==> src/rtl/bcd_serial_adder_ctrl.sv <==
// Digit-serial BCD adder sequencer.
// Accepts two N_DIGITS packed-BCD operands plus a carry-in. Adds one digit per
// clock, least-significant digit first. Returns an (N_DIGITS+1)-digit packed-BCD sum.
// Optional macro BCD_CTRL_DIGIT_CHECK_EN adds the err flag for non-BCD input nibbles.
// When the macro is undefined, err is tied low.
//
// Handshakes: a transfer happens on a rising edge where valid && ready.
// in_ready is high only in IDLE. out_valid is high only in DONE.
// Both are decoded from the state register, so neither depends on in_valid or out_ready.
module bcd_serial_adder_ctrl #(
    parameter int N_DIGITS = 3
) (
    input  logic                  clk,
    input  logic                  rst_n,
    input  logic                  in_valid,
    output logic                  in_ready,
    input  logic [4*N_DIGITS-1:0] A,
    input  logic [4*N_DIGITS-1:0] B,
    input  logic                  cin,
    output logic                  out_valid,
    input  logic                  out_ready,
    output logic [4*N_DIGITS+3:0] S,
    output logic                  err,
    output logic [1:0]            state_dbg_o
);

    localparam int CW = (N_DIGITS > 1) ? $clog2(N_DIGITS) : 1;
    localparam logic [CW-1:0] LAST_CNT = CW'(N_DIGITS - 1);

    typedef enum logic [1:0] {
        IDLE = 2'd0,
        RUN  = 2'd1,
        DONE = 2'd2
    } state_e;

    state_e                  state_q, state_d;
    logic [4*N_DIGITS-1:0]   a_q, a_d;
    logic [4*N_DIGITS-1:0]   b_q, b_d;
    logic                    carry_q, carry_d;
    logic [CW-1:0]           cnt_q, cnt_d;
    logic [4*N_DIGITS+3:0]   s_q, s_d;

    // One-digit BCD add stage; operand digits sit in the low nibble of the shift registers.
    logic [4:0] dig_t;
    logic [4:0] dig_t6;
    logic [3:0] dig_val;
    logic       dig_carry;

    assign dig_t     = {1'b0, a_q[3:0]} + {1'b0, b_q[3:0]} + {4'b0000, carry_q};
    assign dig_t6    = dig_t + 5'd6;
    assign dig_carry = (dig_t > 5'd9);
    assign dig_val   = dig_carry ? dig_t6[3:0] : dig_t[3:0];

`ifdef BCD_CTRL_DIGIT_CHECK_EN
    logic err_q, err_d;
    logic dig_bad;
    assign dig_bad = (a_q[3:0] > 4'd9) || (b_q[3:0] > 4'd9);
    assign err     = err_q;
`else
    assign err = 1'b0;
`endif

    assign in_ready    = (state_q == IDLE);
    assign out_valid   = (state_q == DONE);
    assign S           = s_q;
    assign state_dbg_o = state_q;

    // Next-state and datapath updates for the IDLE/RUN/DONE sequence.
    always_comb begin
        state_d = state_q;
        a_d     = a_q;
        b_d     = b_q;
        carry_d = carry_q;
        cnt_d   = cnt_q;
        s_d     = s_q;
`ifdef BCD_CTRL_DIGIT_CHECK_EN
        err_d   = err_q;
`endif
        case (state_q)
            IDLE: begin
                if (in_valid) begin
                    a_d     = A;
                    b_d     = B;
                    carry_d = cin;
                    cnt_d   = '0;
                    s_d     = '0;
`ifdef BCD_CTRL_DIGIT_CHECK_EN
                    err_d   = 1'b0;
`endif
                    state_d = RUN;
                end
            end
            RUN: begin
                a_d     = a_q >> 4;
                b_d     = b_q >> 4;
                carry_d = dig_carry;
                for (int i = 0; i < N_DIGITS; i++) begin
                    if (cnt_q == CW'(i)) begin
                        s_d[4*i +: 4] = dig_val;
                    end
                end
`ifdef BCD_CTRL_DIGIT_CHECK_EN
                if (dig_bad) begin
                    err_d = 1'b1;
                end
`endif
                if (cnt_q == LAST_CNT) begin
                    s_d[4*N_DIGITS +: 4] = {3'b000, dig_carry};
                    cnt_d   = '0;
                    state_d = DONE;
                end else begin
                    cnt_d = cnt_q + CW'(1);
                end
            end
            DONE: begin
                if (out_ready) begin
                    state_d = IDLE;
                end
            end
            default: begin
                state_d = IDLE;
            end
        endcase
    end

    // State and datapath registers. An asynchronous reset discards any operation in flight.
    always_ff @(posedge clk or negedge rst_n) begin
        if (!rst_n) begin
            state_q <= IDLE;
            a_q     <= '0;
            b_q     <= '0;
            carry_q <= 1'b0;
            cnt_q   <= '0;
            s_q     <= '0;
        end else begin
            state_q <= state_d;
            a_q     <= a_d;
            b_q     <= b_d;
            carry_q <= carry_d;
            cnt_q   <= cnt_d;
            s_q     <= s_d;
        end
    end

`ifdef BCD_CTRL_DIGIT_CHECK_EN
    // Sticky non-BCD-digit flag, cleared on acceptance.
    always_ff @(posedge clk or negedge rst_n) begin
        if (!rst_n) begin
            err_q <= 1'b0;
        end else begin
            err_q <= err_d;
        end
    end
`endif

endmodule

==> config.mk <==
export PLATFORM = sky130hd
export DESIGN_NAME = bcd_serial_adder_ctrl
export DESIGN_NICKNAME = d
export VERILOG_FILES = /design/src/rtl/bcd_serial_adder_ctrl.sv
export SDC_FILE = /design/constraint.sdc
export NUM_CORES = 1
export LEC_CHECK = 0
export CORE_AREA = 2 2 98 53
export CTS_CLUSTER_DIAMETER = 100
export CTS_CLUSTER_SIZE = 14
export DETAILED_ROUTE_END_ITERATION = 10
export DIE_AREA = 0 0 100 55
export PLACE_DENSITY = 0.81
export REMOVE_ABC_BUFFERS = 1
export SYNTH_ARGS = -nofsm -noshare
export SYNTH_HDL_FRONTEND = slang
export SYNTH_SLANG_ARGS = --single-unit
==> constraint.sdc <==
create_clock -name clk -period 3.75 [get_ports clk]
set_input_delay 0.75 -clock clk [delete_from_list [all_inputs] [get_ports clk]]
set_output_delay 0.75 -clock clk [all_outputs]
set_load 0.01 [all_outputs]
==> qor.yml, run 1 <==
yosys:
  yosysMostFrequentCell: "dfrtp_1"
  synth_common_cells: "42 x dfrtp_1, 31 x a21oi_1, 29 x nor2b_1, 29 x o21ai_0, 16 x nand2_1"
  syn_inst: 235
  ys_ff_latch: 42
  async_reset_ff_frac: 1.00
  synth_cell_types: 31
  synth.avg_cell_area_sq_um: 9.53
  yosysWarnings: 0
  synth_area_leader_cell: "dfrtp_1"
  ys_seq_area_frac: 0.470
  ys.flop_type: "dfrtp_1"
  synth_enable_flop_cells: 0
  synthTopCellsByArea: "dfrtp_1 47%, nor2b_1 8.1%, a21oi_1 6.9%, o21ai_0 6.5%, a22oi_1 4.4%"
  netlist_area_sq_um: 2240
  synth_top_area_frac: 0.470
clocking:
  root_buffer: "clkbuf_8"
  post-cts-setup-buffers: 0
  ctsResizeCount: 0
  numCtsBuffers: 5
  cts_max_path_buffers: 2
  h-tree-depth: 2
  cts.hold.buffers_added: 0
  tritoncts: "built"
  clk_pin_slew_ns: 0.09
  cts.sink_count: 42
  clock_latency_ns: 0.30
critical_path:
  path_class: "register to register"
  r2r_slack_ns: 0.76
  reg2reg_from: "a_q[0]"
  endpoint: "S[5]"
  arrival_ns: 3.18
  cp-start-kind: "register"
  cp_slowest_stage_delay_ns: 0.50
  critPathLaunch: "a_q[0]"
  path_cells: "fa_1 -> fa_1 -> xnor2_1 -> ha_1 -> nor2b_1 -> o41a_4 -> xnor2_1 -> a32o_1"
  crit_buf_inv: 0
  cpLargestDelayFamily: "adder cells"
  worstReg2RegEnd: "S[5]"
  crit_fanout: 5
  required_ns: 3.94
  critPathSlowestCell: "fa_1"
  end_kind: "register"
  cp.depth: 8
  rr_worst_depth: 8
run:
  drv_cap: 0
pwr:
  p_comb_frac: 0.518
  p_total_w: 0.00253
  p_sw_frac: 0.400
  switching_power_w: 0.00101
  p_seq_frac: 0.305
  cellPowerDensity_nw_per_um2: 885
  p_leak_nw: 1.24
  p_int_w: 0.00152
  peakVddDrop_mv: 0.468
  clock_power_share: 0.177
die:
  dieArea_sq_um: 5500
  core-area_sq_um: 4680
  start_util: 0.478
  die_y_um: 55
  ioPinCount: 50
  rows: 18
  die_w_um: 100
cells_and_area:
  area_growth_pct: 27.9
  num-nets-final: 311
  diodes: 0
  design_area_sq_um: 2860
  final_cells: 337
  drive_gt1_frac: 0.0686
placement:
  dp_hpwl_mm: 3.73
  place_inst: 329
  place_congestion: 0.770
  placed_cell_area_sq_um: 2720
  place_ws_ns: 0.816
  port_buffers: 45
detailed_routing:
  drc_errors: 0
  antenna_left: 0
  drtPass1Iterations: 4
  avgRoutedWirePerCell_um: 16.0
  drt-initial-drc-count: 108
  via_per_inst: 5.49
  via_count: 1851
  wirelength_mm: 5.39
sta:
  fin_ws_ns: 0.764
  hold_viol: 0
  period_share: 0.796
  fmax_mhz: 335
  rsz0062_at_grt: "no"
  slew_headroom: 0.377
  setup_viol: 0
  report.final.slew_viol_count: 0
  fin_worst_skew_ns: 0.00846
  min_period_ns: 2.99
  worst_pin_slew_ns: 0.935
  final.setup.tns_ns: 0
grt:
  antenna_found_initial: 0
  grt_usage: 0.213
  grt_pass1_wl_mm: 8.71
  first_global_vias: 1730
  grt_max_degree: 43
  gr-total-overflow: 0
status:
  status: "finished clean"
hold_path:
  hold_class: "register to register"
cell families (layout without fill, tap and decap cells):
group / Yosys count / in the layout / synth area share
AO/OA/AOI/OAI: 93 / 93 / 0.258
AND/OR/NAND/NOR: 67 / 67 / 0.170
flip-flops: 42 / 42 / 0.470
buffers and inverters: 22 / 61 / 0.0436
adder cells (fa/ha/maj): 6 / 6 / 0.0402
XOR/XNOR: 3 / 3 / 0.0117
other: 1 / 4 / 0.00168
multiplexers: 1 / 1 / 0.00447
power groups by stage:
stage	logic, W	registers, W	clock network (W)
2_1_floorplan	0.000787	0.000808	0
3_3_place_gp	0.00125	0.000772	0
3_5_place_dp	0.00129	0.000780	0
4_1_cts	0.00130	0.000773	0.000454
5_1_grt	0.00145	0.000799	0.000476
6_report	0.00131	0.000773	0.000449
metal layers:
metal | up-vias | wire length [um] | global-route usage
met3 | 2 | 472 | 0.0641
met2 | 70 | 2260 | 0.318
li1 | 906 | - | -
met1 | 873 | 2650 | 0.313
met4 | 0 | 5 | 0.0388
met5 | - | 0 | 0
area by class of cell:
| type | instances | area, sq um |
|---|---|---|
| fill | 388 | 1820 |
| multi-input combinational | 174 | 1100 |
| sequential | 42 | 1050 |
| timing repair buffer | 50 | 483 |
| clock buffer | 6 | 82.6 |
| tap | 60 | 75.1 |
| clock inverter | 2 | 60.1 |
| inverter | 3 | 11.3 |
worst register-to-register path, stage by stage, from the launching register on:
cell,delay (ns)
dfrtp_1,0.42
fa_1,0.50
fa_1,0.44
xnor2_1,0.18
ha_1,0.27
nor2b_1,0.16
o41a_4,0.48
xnor2_1,0.18
a32o_1,0.27
placed cells by master, fill, tap and decap left out, types with 3 or more instances in the layout:
master           synthesis  final
clkdlybuf4s50_1          0     44
dfrtp_1                 42     42
a21oi_1                 31     31
nor2b_1                 29     29
o21ai_0                 29     29
nand2_1                 16     16
a22oi_1                 13     13
a22o_1                   9      9
nor2_1                   6      6
clkbuf_8                 0      6
nand2b_1                 5      5
buf_4                    4      5
a21o_1                   4      4
ha_1                     4      4
conb_1                   1      4
inv_1                    3      3
xnor2_1                  3      3
and3b_1                  3      3
registers in the layout (all words and copies together) (netlist names):
signal,cells
S,13
a_q,12
b_q,12
cnt_q,2
state_dbg_o,2
carry_q,1
worst min path at each step:
stage / startpoint / endpoint / slack, ns / cells after the start
2_1_floorplan: rst_n / S[0] / 0.45 / 0
3_3_place_gp: S[8] / S[8] / 0.47 / 2
3_5_place_dp: b_q[5] / b_q[5] / 0.47 / 2
4_1_cts: b_q[5] / b_q[5] / 0.49 / 2
5_1_grt: b_q[5] / b_q[5] / 0.50 / 2
6_report: b_q[5] / b_q[5] / 0.49 / 2
through the flow:
step,utilization,hold slack (ns)
floorplan,-,0.451
global placement,0.581,0.467
detailed placement,0.581,0.473
CTS,0.611,0.493
global route,0.611,0.503
finish,0.611,0.488
Power figures use the tool's default switching activity.
==> inputs of run 2 (changes only) <==
==> constraint.sdc (replaced) <==
create_clock -name clk -period 2.9 [get_ports clk]
set_input_delay 0.58 -clock clk [delete_from_list [all_inputs] [get_ports clk]]
set_output_delay 0.58 -clock clk [all_outputs]
set_load 0.01 [all_outputs]
==> run 2 against run 1 <==
  * Critical path depth is the same
  * Critical endpoint is now S[1]
  * Largest power group unchanged
  * Largest cell class unchanged
  * Highest routed layer unchanged
  * Die area is the same
  * Cell count grew 1.2%
  * Worst hold slack lost 0.073 ns
==> qor.yml, run 2 (synthesized netlist as in run 1, its figures left out) <==
grt:
  grt_pass1_wl_mm: 8.94  # +2.6%
  grt_usage: 0.218  # +0.00460
  grt_max_degree: 43  # unchanged
  gr-total-overflow: 0  # unchanged
  first_global_vias: 1820  # +5.2%
  antenna_found_initial: 0  # unchanged
placement:
  port_buffers: 45  # unchanged
  place_congestion: 0.800  # +3.8%
  placed_cell_area_sq_um: 2740  # +0.55%
  dp_hpwl_mm: 3.99  # +6.8%
detailed_routing:
  drc_errors: 0  # unchanged
  via_count: 1932  # +4.4%
  wirelength_mm: 5.57  # +3.3%
  antenna_left: 0  # unchanged
  via_per_inst: 5.67  # +3.2%
  avgRoutedWirePerCell_um: 16.3  # +2.1%
  drt-initial-drc-count: 90  # -17%
  drtPass1Iterations: 5  # +1
pwr:
  clock_power_share: 0.121  # -0.056
  p_seq_frac: 0.311  # +0.006
  p_total_w: 0.00321  # +27%
  p_int_w: 0.00188  # +24%
  p_comb_frac: 0.568  # +0.050
  p_leak_nw: 1.24  # -0.42%
  cellPowerDensity_nw_per_um2: 1120  # +27%
  peakVddDrop_mv: 0.542  # +16%
  p_sw_frac: 0.414  # +0.0145
  switching_power_w: 0.00133  # +31%
cells_and_area:
  num-nets-final: 315  # +1.3%
  layout_common_cells: "44 x clkdlybuf4s50_1, 42 x dfrtp_1, 31 x a21oi_1"
  regArea_sq_um: 1050  # unchanged
  multi_input_area_sq_um: 1120  # +1.7%
  final_common_cell: "clkdlybuf4s50_1"
  nFillCells: 410  # +5.7%
  fin_util: 0.611  # about the same
  largest_reg_flops: 13  # unchanged
  diodes: 0  # unchanged
  area_growth_pct: 27.8  # about the same
  drive_gt1_frac: 0.0961  # +0.0275
  design_area_sq_um: 2860  # about the same
sta:
  worst_pin_slew_ns: 0.924  # -0.0114 ns
  fmax_mhz: 361  # +7.9%
  min_period_ns: 2.77  # -0.218 ns
  report.final.slew_viol_count: 0  # unchanged
  hold_viol: 0  # unchanged
  rsz0062_at_grt: "no"
  period_share: 0.955  # +0.158
  fin_worst_skew_ns: 0.00253  # -0.00593 ns
  slew_headroom: 0.384  # +0.00757
  setup_viol: 0  # unchanged
status:
  status: "finished clean"
critical_path:
  cp-start-kind: "register"
  r2r_slack_ns: 0.13  # -0.63 ns
  reg2reg_from: "carry_q"
  crit_fanout: 5  # unchanged
  rr_worst_depth: 8  # unchanged
  path_class: "register to register"
  worstReg2RegEnd: "S[1]"
  critPathLaunch: "carry_q"
  required_ns: 3.09  # -0.85 ns
  end_kind: "register"
  arrival_ns: 2.96  # -0.22 ns
clocking:
  tritoncts: "built"
  clk_pin_slew_ns: 0.07  # -0.02 ns
  cts.hold.buffers_added: 0  # unchanged
  numCtsBuffers: 5  # unchanged
  clock_latency_ns: 0.30  # about the same
  root_buffer: "clkbuf_8"
  h-tree-depth: 2  # unchanged
  cts_max_path_buffers: 2  # unchanged
  cts.sink_count: 42  # unchanged
die:
  dieArea_sq_um: 5500  # unchanged
  core-area_sq_um: 4680  # unchanged
  start_util: 0.478  # unchanged
  rows: 18  # unchanged
  ioPinCount: 50  # unchanged
  die_w_um: 100  # unchanged
  die_y_um: 55  # unchanged
hold_path:
  hold_class: "primary input to asynchronous set/reset pin"
run:
  drv_cap: 0  # unchanged
==> run 2: cell types whose count changed in the layout (fill, tap and decap cells not counted) <==
cell	before	now
fa_1	2	0
buf_4	5	9
clkinv_2	0	1
clkbuf_1	0	1
xnor2_1	3	2
fa_2	0	2
ha_2	0	1
mux2i_1	1	0
bufinv_16	2	0
xnor2_2	0	1
mux2i_2	0	1
ha_1	4	3
==> run 2: area by class of cell <==
type | count | area share
Multi-Input combinational cell | 174 | 0.391
Sequential cell | 42 | 0.367
Timing Repair Buffer | 54 | 0.179
Clock buffer | 7 | 0.0302
Tap cell | 60 | 0.0262
Inverter | 3 | 0.00394
Clock inverter | 1 | 0.00175
==> run 2: per-stage QoR <==
step	setup WS (ns)	instances	TNS (ns)	hold slack [ns]
global placement	0.0936	331	0	0.464
CTS	0.0533	339	0	0.443
floorplan	0.181	219	0	0.284
global route	0.0542	341	0	0.484
finish	0.132	341	0	0.415
detailed placement	-0.00213	331	-0.00213	0.476
==> run 2: worst max path at each step <==
stage | endpoint | slack (ns)
after CTS | S[1] | 0.05
after floorplan | S[1] | 0.18
final | S[1] | 0.13
after global placement | S[1] | 0.09
after detailed placement | S[1] | -0.002
after global routing | S[6] | 0.05
==> run 2: repair_timing <==
action | CTS | global route
pin swaps | 0 | 3
cloned | 0 | 0
gates resized for setup | 2 | 3
endpoints found under the hold margin | 0 | 0
buffers inserted | 0 | 2
setup endpoints to repair | 2 | 3
==> run 2: power by group through the flow <==
stage | sequential [W] | combinational, W | clock [W]
after detailed placement | 0.00101 | 0.00170 | 0
after CTS | 0.000997 | 0.00172 | 0.000398
final | 0.000998 | 0.00182 | 0.000388
after floorplan | 0.00104 | 0.00102 | 0
after global placement | 0.000999 | 0.00163 | 0
after global routing | 0.00103 | 0.00201 | 0.000430
==> run 2: critical path: stages (launching register included) <==
cell and delay, ns:
dfrtp_1 0.42, fa_2 0.43, fa_2 0.59, inv_1 0.08, ha_2 0.19, nor2b_1 0.14
o41a_4 0.41, xnor2_2 0.16, a32o_1 0.26
==> run 2: layer usage <==
| metal | up-vias | global-route usage | wire length, um |
|---|---|---|---|
| met1 | 918 | 0.330 | 2800 |
| met5 | - | 0 | 0 |
| met2 | 88 | 0.309 | 2260 |
| met3 | 7 | 0.0452 | 462 |
| li1 | 919 | - | - |
| met4 | 0 | 0.0799 | 45 |
==> inputs of run 3 (changes only) <==
--- a/config.mk
+++ b/config.mk
@@ -12,6 +12,7 @@
 export DIE_AREA = 0 0 100 55
 export PLACE_DENSITY = 0.81
 export REMOVE_ABC_BUFFERS = 1
+export SKIP_LAST_GASP = 1
 export SYNTH_ARGS = -nofsm -noshare
 export SYNTH_HDL_FRONTEND = slang
 export SYNTH_SLANG_ARGS = --single-unit
==> results of run 3 <==
No change in the layout: final DEF, timing and power equal those of run 2.
